## config.mk

```make
export PLATFORM = sky130hd
export DESIGN_NAME = vga_scan_gen_flat
export DESIGN_NICKNAME = d
export VERILOG_FILES = /design/src/rtl/vga_scan_gen_if.sv /design/src/rtl/vga_scan_gen.sv /design/src/flat_wrapper.sv
export SDC_FILE = /design/constraint.sdc
export NUM_CORES = 1
export LEC_CHECK = 0
export CAP_MARGIN = 20
export CORE_ASPECT_RATIO = 0.5
export CORE_UTILIZATION = 50
export DETAILED_ROUTE_END_ITERATION = 10
export HOLD_SLACK_MARGIN = 0.12
export PLACE_DENSITY = 0.76
export SYNTH_ARGS = -nofsm -noshare
export SYNTH_HDL_FRONTEND = slang
export SYNTH_SLANG_ARGS = --single-unit
```

## constraint.sdc

```tcl
create_clock -name sysclk -period 2.69 [get_ports sysclk]
set_input_delay 0.4035 -clock sysclk [delete_from_list [all_inputs] [get_ports sysclk]]
set_output_delay 0.4035 -clock sysclk [all_outputs]
set_load 0.02 [all_outputs]
```

## src/rtl/vga_scan_gen_if.sv

```systemverilog
// ---------------------------------------------------------------------------
// vga_scan_gen_if
//   Bundle between the raster scan generator, the pixel source it addresses
//   and the VGA connector it drives.
//
//   display_addr  {h_cnt[10:0], v_cnt[10:0]} current scan position
//   display_data  3-bit {r,g,b} returned combinationally by the pixel source
//   vga_hsync     horizontal sync
//   vga_vsync     vertical sync
//   vga_r/g/b     colour bits, zero while blanking
//   frame_start   one-clock pulse aligned with the (0,0) output of each frame
//
//   master : the scan generator (drives address, syncs and colour)
//   slave  : the pixel source / display side
// ---------------------------------------------------------------------------
interface vga_scan_gen_if;
    logic [21:0] display_addr;
    logic [2:0]  display_data;
    logic        vga_hsync;
    logic        vga_vsync;
    logic        vga_r;
    logic        vga_g;
    logic        vga_b;
    logic        frame_start;

    modport master (
        output display_addr,
        input  display_data,
        output vga_hsync,
        output vga_vsync,
        output vga_r,
        output vga_g,
        output vga_b,
        output frame_start
    );

    modport slave (
        input  display_addr,
        output display_data,
        input  vga_hsync,
        input  vga_vsync,
        input  vga_r,
        input  vga_g,
        input  vga_b,
        input  frame_start
    );
endinterface

```

## src/rtl/vga_scan_gen.sv

```systemverilog
// ---------------------------------------------------------------------------
// vga_scan_gen
//   Raster scan generator. Walks 11-bit horizontal/vertical counters, presents
//   the position to a pixel source as display_addr, samples the returned
//   colour, blanks it outside the visible window and emits pixel-aligned
//   RGB / HSYNC / VSYNC / frame_start one clock after the address.
//   Counter origin (0,0) is the first clock of the HSYNC/VSYNC pulses.
//
// Ports
//   sysclk  in   pixel clock
//   rst_n   in   asynchronous, active-low reset
//   vga     vga_scan_gen_if.master : display_addr / display_data /
//           vga_hsync / vga_vsync / vga_r / vga_g / vga_b / frame_start
//
// Build option
//   VGA_TEST_PATTERN_EN : when defined, display_data is ignored and the
//   visible window shows 8 vertical colour bars (bar 0 = 3'b000 on the left,
//   bar 7 = 3'b111 on the right). Timing and latency are unchanged.
// ---------------------------------------------------------------------------
module vga_scan_gen #(
    parameter int H_SYNC   = 120,
    parameter int H_BACK   = 64,
    parameter int H_ACTIVE = 800,
    parameter int H_FRONT  = 56,
    parameter int V_SYNC   = 6,
    parameter int V_BACK   = 23,
    parameter int V_ACTIVE = 600,
    parameter int V_FRONT  = 37,
    parameter bit SYNC_POL = 1'b1
) (
    input  logic              sysclk,
    input  logic              rst_n,
    vga_scan_gen_if.master    vga
);

    localparam int H_TOTAL = H_SYNC + H_BACK + H_ACTIVE + H_FRONT;
    localparam int V_TOTAL = V_SYNC + V_BACK + V_ACTIVE + V_FRONT;

    localparam logic [10:0] H_LAST     = 11'(H_TOTAL - 1);
    localparam logic [10:0] V_LAST     = 11'(V_TOTAL - 1);
    localparam logic [10:0] H_SYNC_END = 11'(H_SYNC);
    localparam logic [10:0] V_SYNC_END = 11'(V_SYNC);
    localparam logic [10:0] X_FIRST    = 11'(H_SYNC + H_BACK);
    localparam logic [10:0] X_LAST     = 11'(H_SYNC + H_BACK + H_ACTIVE - 1);
    localparam logic [10:0] Y_FIRST    = 11'(V_SYNC + V_BACK);
    localparam logic [10:0] Y_LAST     = 11'(V_SYNC + V_BACK + V_ACTIVE - 1);

    // ---------------------------------------------------------------------
    // State
    // ---------------------------------------------------------------------
    logic [10:0] h_cnt_q, h_cnt_d;
    logic [10:0] v_cnt_q, v_cnt_d;
    logic [2:0]  rgb_q, rgb_d;
    logic        hsync_q, hsync_d;
    logic        vsync_q, vsync_d;
    logic        frame_start_q, frame_start_d;

    logic        active;
    logic [2:0]  pixel;

    // ---------------------------------------------------------------------
    // Scan counters: h wraps every line, v steps on the h wrap and wraps on
    // the same clock at the end of the frame.
    // ---------------------------------------------------------------------
    always_comb begin
        h_cnt_d = h_cnt_q + 11'd1;
        v_cnt_d = v_cnt_q;
        if (h_cnt_q == H_LAST) begin
            h_cnt_d = '0;
            if (v_cnt_q == V_LAST) begin
                v_cnt_d = '0;
            end else begin
                v_cnt_d = v_cnt_q + 11'd1;
            end
        end
    end

    // ---------------------------------------------------------------------
    // Pixel source selection
    // ---------------------------------------------------------------------
    assign active = (h_cnt_q >= X_FIRST) && (h_cnt_q <= X_LAST) &&
                    (v_cnt_q >= Y_FIRST) && (v_cnt_q <= Y_LAST);

`ifdef VGA_TEST_PATTERN_EN
    localparam logic [10:0] BAR_W = 11'(H_ACTIVE / 8);
    logic [10:0] x_off;

    // Offset only matters inside the visible window, where it never underflows.
    assign x_off = h_cnt_q - X_FIRST;
    assign pixel = 3'(x_off / BAR_W);
`else
    assign pixel = vga.display_data;
`endif

    // ---------------------------------------------------------------------
    // Output stage inputs, computed from the position currently on
    // display_addr so every output lands exactly one clock later.
    // The blanking mux keeps an undriven/X colour source off the outputs.
    // ---------------------------------------------------------------------
    always_comb begin
        rgb_d         = active ? pixel : 3'b000;
        hsync_d       = (h_cnt_q < H_SYNC_END) ? SYNC_POL : ~SYNC_POL;
        // Depends only on v_cnt, which changes only on the h wrap, so vsync
        // edges always line up with the hsync leading edge.
        vsync_d       = (v_cnt_q < V_SYNC_END) ? SYNC_POL : ~SYNC_POL;
        frame_start_d = (h_cnt_q == '0) && (v_cnt_q == '0);
    end

    always_ff @(posedge sysclk or negedge rst_n) begin
        if (!rst_n) begin
            h_cnt_q       <= '0;
            v_cnt_q       <= '0;
            rgb_q         <= 3'b000;
            hsync_q       <= ~SYNC_POL;
            vsync_q       <= ~SYNC_POL;
            frame_start_q <= 1'b0;
        end else begin
            h_cnt_q       <= h_cnt_d;
            v_cnt_q       <= v_cnt_d;
            rgb_q         <= rgb_d;
            hsync_q       <= hsync_d;
            vsync_q       <= vsync_d;
            frame_start_q <= frame_start_d;
        end
    end

    // ---------------------------------------------------------------------
    // Outputs
    // ---------------------------------------------------------------------
    assign vga.display_addr = {h_cnt_q, v_cnt_q};
    assign vga.vga_r        = rgb_q[2];
    assign vga.vga_g        = rgb_q[1];
    assign vga.vga_b        = rgb_q[0];
    assign vga.vga_hsync    = hsync_q;
    assign vga.vga_vsync    = vsync_q;
    assign vga.frame_start  = frame_start_q;

endmodule

```

## src/flat_wrapper.sv

```systemverilog
// flat-port wrapper written by rule: the top's interface ports become plain ports
module vga_scan_gen_flat 
#(
    parameter int H_SYNC   = 120,
    parameter int H_BACK   = 64,
    parameter int H_ACTIVE = 800,
    parameter int H_FRONT  = 56,
    parameter int V_SYNC   = 6,
    parameter int V_BACK   = 23,
    parameter int V_ACTIVE = 600,
    parameter int V_FRONT  = 37,
    parameter bit SYNC_POL = 1'b1
)
  (sysclk, rst_n, vga_display_addr, vga_display_data, vga_vga_hsync, vga_vga_vsync, vga_vga_r, vga_vga_g, vga_vga_b, vga_frame_start);
  vga_scan_gen_if vga_i ();
  input  logic sysclk;
  input  logic rst_n;
  output wire logic [$bits(vga_i.display_addr)-1:0] vga_display_addr;
  input wire logic [$bits(vga_i.display_data)-1:0] vga_display_data;
  output wire logic [$bits(vga_i.vga_hsync)-1:0] vga_vga_hsync;
  output wire logic [$bits(vga_i.vga_vsync)-1:0] vga_vga_vsync;
  output wire logic [$bits(vga_i.vga_r)-1:0] vga_vga_r;
  output wire logic [$bits(vga_i.vga_g)-1:0] vga_vga_g;
  output wire logic [$bits(vga_i.vga_b)-1:0] vga_vga_b;
  output wire logic [$bits(vga_i.frame_start)-1:0] vga_frame_start;
  assign vga_display_addr = vga_i.display_addr;
  assign vga_i.display_data = vga_display_data;
  assign vga_vga_hsync = vga_i.vga_hsync;
  assign vga_vga_vsync = vga_i.vga_vsync;
  assign vga_vga_r = vga_i.vga_r;
  assign vga_vga_g = vga_i.vga_g;
  assign vga_vga_b = vga_i.vga_b;
  assign vga_frame_start = vga_i.frame_start;
  vga_scan_gen #(.H_SYNC(H_SYNC), .H_BACK(H_BACK), .H_ACTIVE(H_ACTIVE), .H_FRONT(H_FRONT), .V_SYNC(V_SYNC), .V_BACK(V_BACK), .V_ACTIVE(V_ACTIVE), .V_FRONT(V_FRONT), .SYNC_POL(SYNC_POL)) u_core (.sysclk(sysclk), .rst_n(rst_n), .vga(vga_i));
endmodule
```

==> run metrics <==
hold slack 0.4919 ns; worst r2r dst u_core.v_cnt_q[5]$_DFFE_PN0N_; Final Skew 0.006513 ns; unrepaired setup endpoints after global routing false; final worst path period share 74.80%; worst hold path type in2async; post_cts resized 0; IO buf count 32; VDD IR-drop max 0.2252 mV; Area Overhead vs Synth 25.12%; drt pass-1 iters 4; Die Wd 79.95 µm; first-pass GRT wire length 5464 µm; routed wire length per instance 15.43 µm; internal reg-to-reg setup slack 0.68 ns; ys flop type dfrtp_1; max_slew headroom 63.50%; status completed; root buffer cell clkbuf_8; area of the multi-input gates 725.7 µm²; Syn Area/Cell 9.553 µm²; Post-synth EDFFs 0; Die H 40.98 µm; final setup vio count 0; Nets 198; Max stage delay on crit path 0.58 ns; Seq/Total Area, Yosys 46.13%; Worst Tran Pin Value 0.5425 ns; crit path kind reg2reg; Total Power 0.7053 mW; vias in the first global route 1,101; Slowest-stage cell, CP or4_4; routability cong. 0.8739; row count 13; Syn Inst Count 159; Final Non-Filler Cells 224; synthesized flop and latch total 28; core box area 2733 µm²; Leak 0.7901 nW; TritonCTS clock tree done; setup ws final 0.6778 ns; share of layout cells above drive strength 1 9.091%; Die ar. 3276 µm²; CP Capture Type flop; post-CTS setup buffers 0; Reg2Reg Launch Point u_core.v_cnt_q[6]$_DFFE_PN0N_; Initial DRC Count 63; remaining global-route overflow 0; Worst EP required 2.87 ns; Synth cell types 43; htree depth 1; Initial Util 55.59%; Placement Setup Slack 0.7228 ns; total global routing track utilization 23.67%; max-cap viol count 0; fin. max-slew vios 0; FF-to-FF path depth 4; number of instances in the placed design 220; Vias per Instance 5.647; Clock Latency Late Sink 0.28 ns; syn_nets 169; Fmax 497.0 MHz; worst-path maximum fanout 6; Bufs and invs on worst path 0; most frequent cells in the layout clkdlybuf4s50_1, dfrtp_1, nand2_1, nand3_1, nor2_1; residual DRC count 0; filler cell count in the final layout 232; cell family with most CP delay simple AND/OR/NAND/NOR gates; Hold Vio Cnt, Final 0; total negative slack 0 ns; antenna cell count 0; ys async rst share 100.0%; most common cell after layout, fill and taps aside clkdlybuf4s50_1; Mapped Area 1519 µm²; Power Density 371.1 nW/µm²; post-DP HPWL 2442 µm; Vias 1,265; largest net degree at the start of global routing 29; Clock Pin Slew Worst Setup and Hold Paths 0.10 ns; initial antenna violation count 0; Routed Antenna Nets 0; TritonCTS buffer count 3; total area of sequential cells 700.7 µm²; hold buffer count at cts 0; worst path cell trace or4_4 > nor4_1 > nor2_1 > mux2_2; io pins 33; Clock Sinks 28; Min Clock Period, post-route 2.012 ns; DRT Wirelength 3457 µm; Worst setup SP type flop; Syn. warnings 0; worst path arrival time 2.19 ns; clock buffer depth 2
==> cells by family after synthesis <==
family | after synthesis | synth area share, %
AND/OR/NAND/NOR | 72 | 26.86
flip-flops | 28 | 46.13
AO/OA/AOI/OAI | 23 | 10.13
buffers and inverters | 20 | 6.096
XOR/XNOR | 9 | 5.189
adder cells (fa/ha/maj) | 5 | 4.119
multiplexers | 2 | 1.483
==> metrics by stage <==
stage | util [%] | instance area, µm²
after global placement | 67.54 | 1846
after CTS | 69.55 | 1901
final | 69.55 | 1901
after floorplan | - | 1519
after detailed placement | 67.54 | 1846
after global routing | 69.55 | 1901
==> power breakdown <==
group	internal, mW	switching, mW
Clock	0.131	0.138
Sequential	0.421	0
Combinational	0.00631	0.00905
==> routing by layer <==
metal	vias to the layer above	part of all wire (%)	GRT usage, %	wire (µm)
met1	583	47	32.37	1637
met3	6	6.5	6.667	225
met5	-	0	0	0
met2	58	45	36.97	1549
li1	618	-	-	-
met4	0	1.3	8.036	44
==> worst register-to-register path, delay by kind of cell (launching register included) <==
family | cells | cell delay (ns)
DFF | 1 | 0.45
muxes | 1 | 0.27
and+or+nand+nor | 3 | 1.18
==> cells in the mapped netlist, types with 2 or more instances <==
| library cell | instances | area, µm² |
|---|---|---|
| a21oi_1 | 3 | 15.01 |
| and3_1 | 3 | 18.77 |
| and4_1 | 2 | 17.52 |
| buf_2 | 2 | 10.01 |
| buf_4 | 2 | 15.01 |
| clkbuf_1 | 5 | 18.77 |
| dfrtp_1 | 28 | 700.7 |
| ha_1 | 5 | 62.56 |
| inv_1 | 10 | 37.54 |
| mux2_2 | 2 | 22.52 |
| nand2_1 | 13 | 48.80 |
| nand3_1 | 13 | 65.06 |
| nand4_1 | 5 | 31.28 |
| nor2_1 | 11 | 41.29 |
| nor3_1 | 10 | 50.05 |
| o21ai_0 | 7 | 35.03 |
| o31ai_1 | 4 | 30.03 |
| or4_4 | 2 | 22.52 |
| xnor2_1 | 4 | 35.03 |
| xor2_1 | 5 | 43.79 |
==> flip-flops by register name, indices dropped and copies added (netlist names) <==
| name | flops |
|---|---|
| u_core.vga.frame_start | 1 |
| u_core.vga.vga_hsync | 1 |
| u_core.h_cnt_q | 11 |
| u_core.vga.vga_vsync | 1 |
| u_core.rgb_q | 3 |
| u_core.v_cnt_q | 11 |
==> how the worst max path moves through the flow <==
stage / from / to / slack [ns] / depth (start not counted)
5_1_grt: u_core.h_cnt_q[0]$_DFF_PN0_ / u_core.v_cnt_q[5]$_DFFE_PN0N_ / 0.53 / 5
3_3_place_gp: u_core.v_cnt_q[6]$_DFFE_PN0N_ / u_core.v_cnt_q[8]$_DFFE_PN0N_ / 0.75 / 4
3_5_place_dp: u_core.v_cnt_q[6]$_DFFE_PN0N_ / u_core.rgb_q[2]$_DFF_PN0_ / 0.72 / 4
2_1_floorplan: u_core.h_cnt_q[0]$_DFF_PN0_ / u_core.v_cnt_q[9]$_DFFE_PN0N_ / 0.70 / 6
6_report: u_core.v_cnt_q[6]$_DFFE_PN0N_ / u_core.v_cnt_q[5]$_DFFE_PN0N_ / 0.68 / 4
4_1_cts: u_core.h_cnt_q[0]$_DFF_PN0_ / u_core.v_cnt_q[9]$_DFFE_PN0N_ / 0.69 / 6
==> area by class of cell <==
type / instances / area share, %
Multi-Input combinational cell: 111 / 38.18
Sequential cell: 28 / 36.87
Timing Repair Buffer: 34 / 17.64
Clock buffer: 4 / 2.897
Tap cell: 37 / 2.436
Inverter: 10 / 1.975
Note: power is estimated with default switching activity, not from simulation.
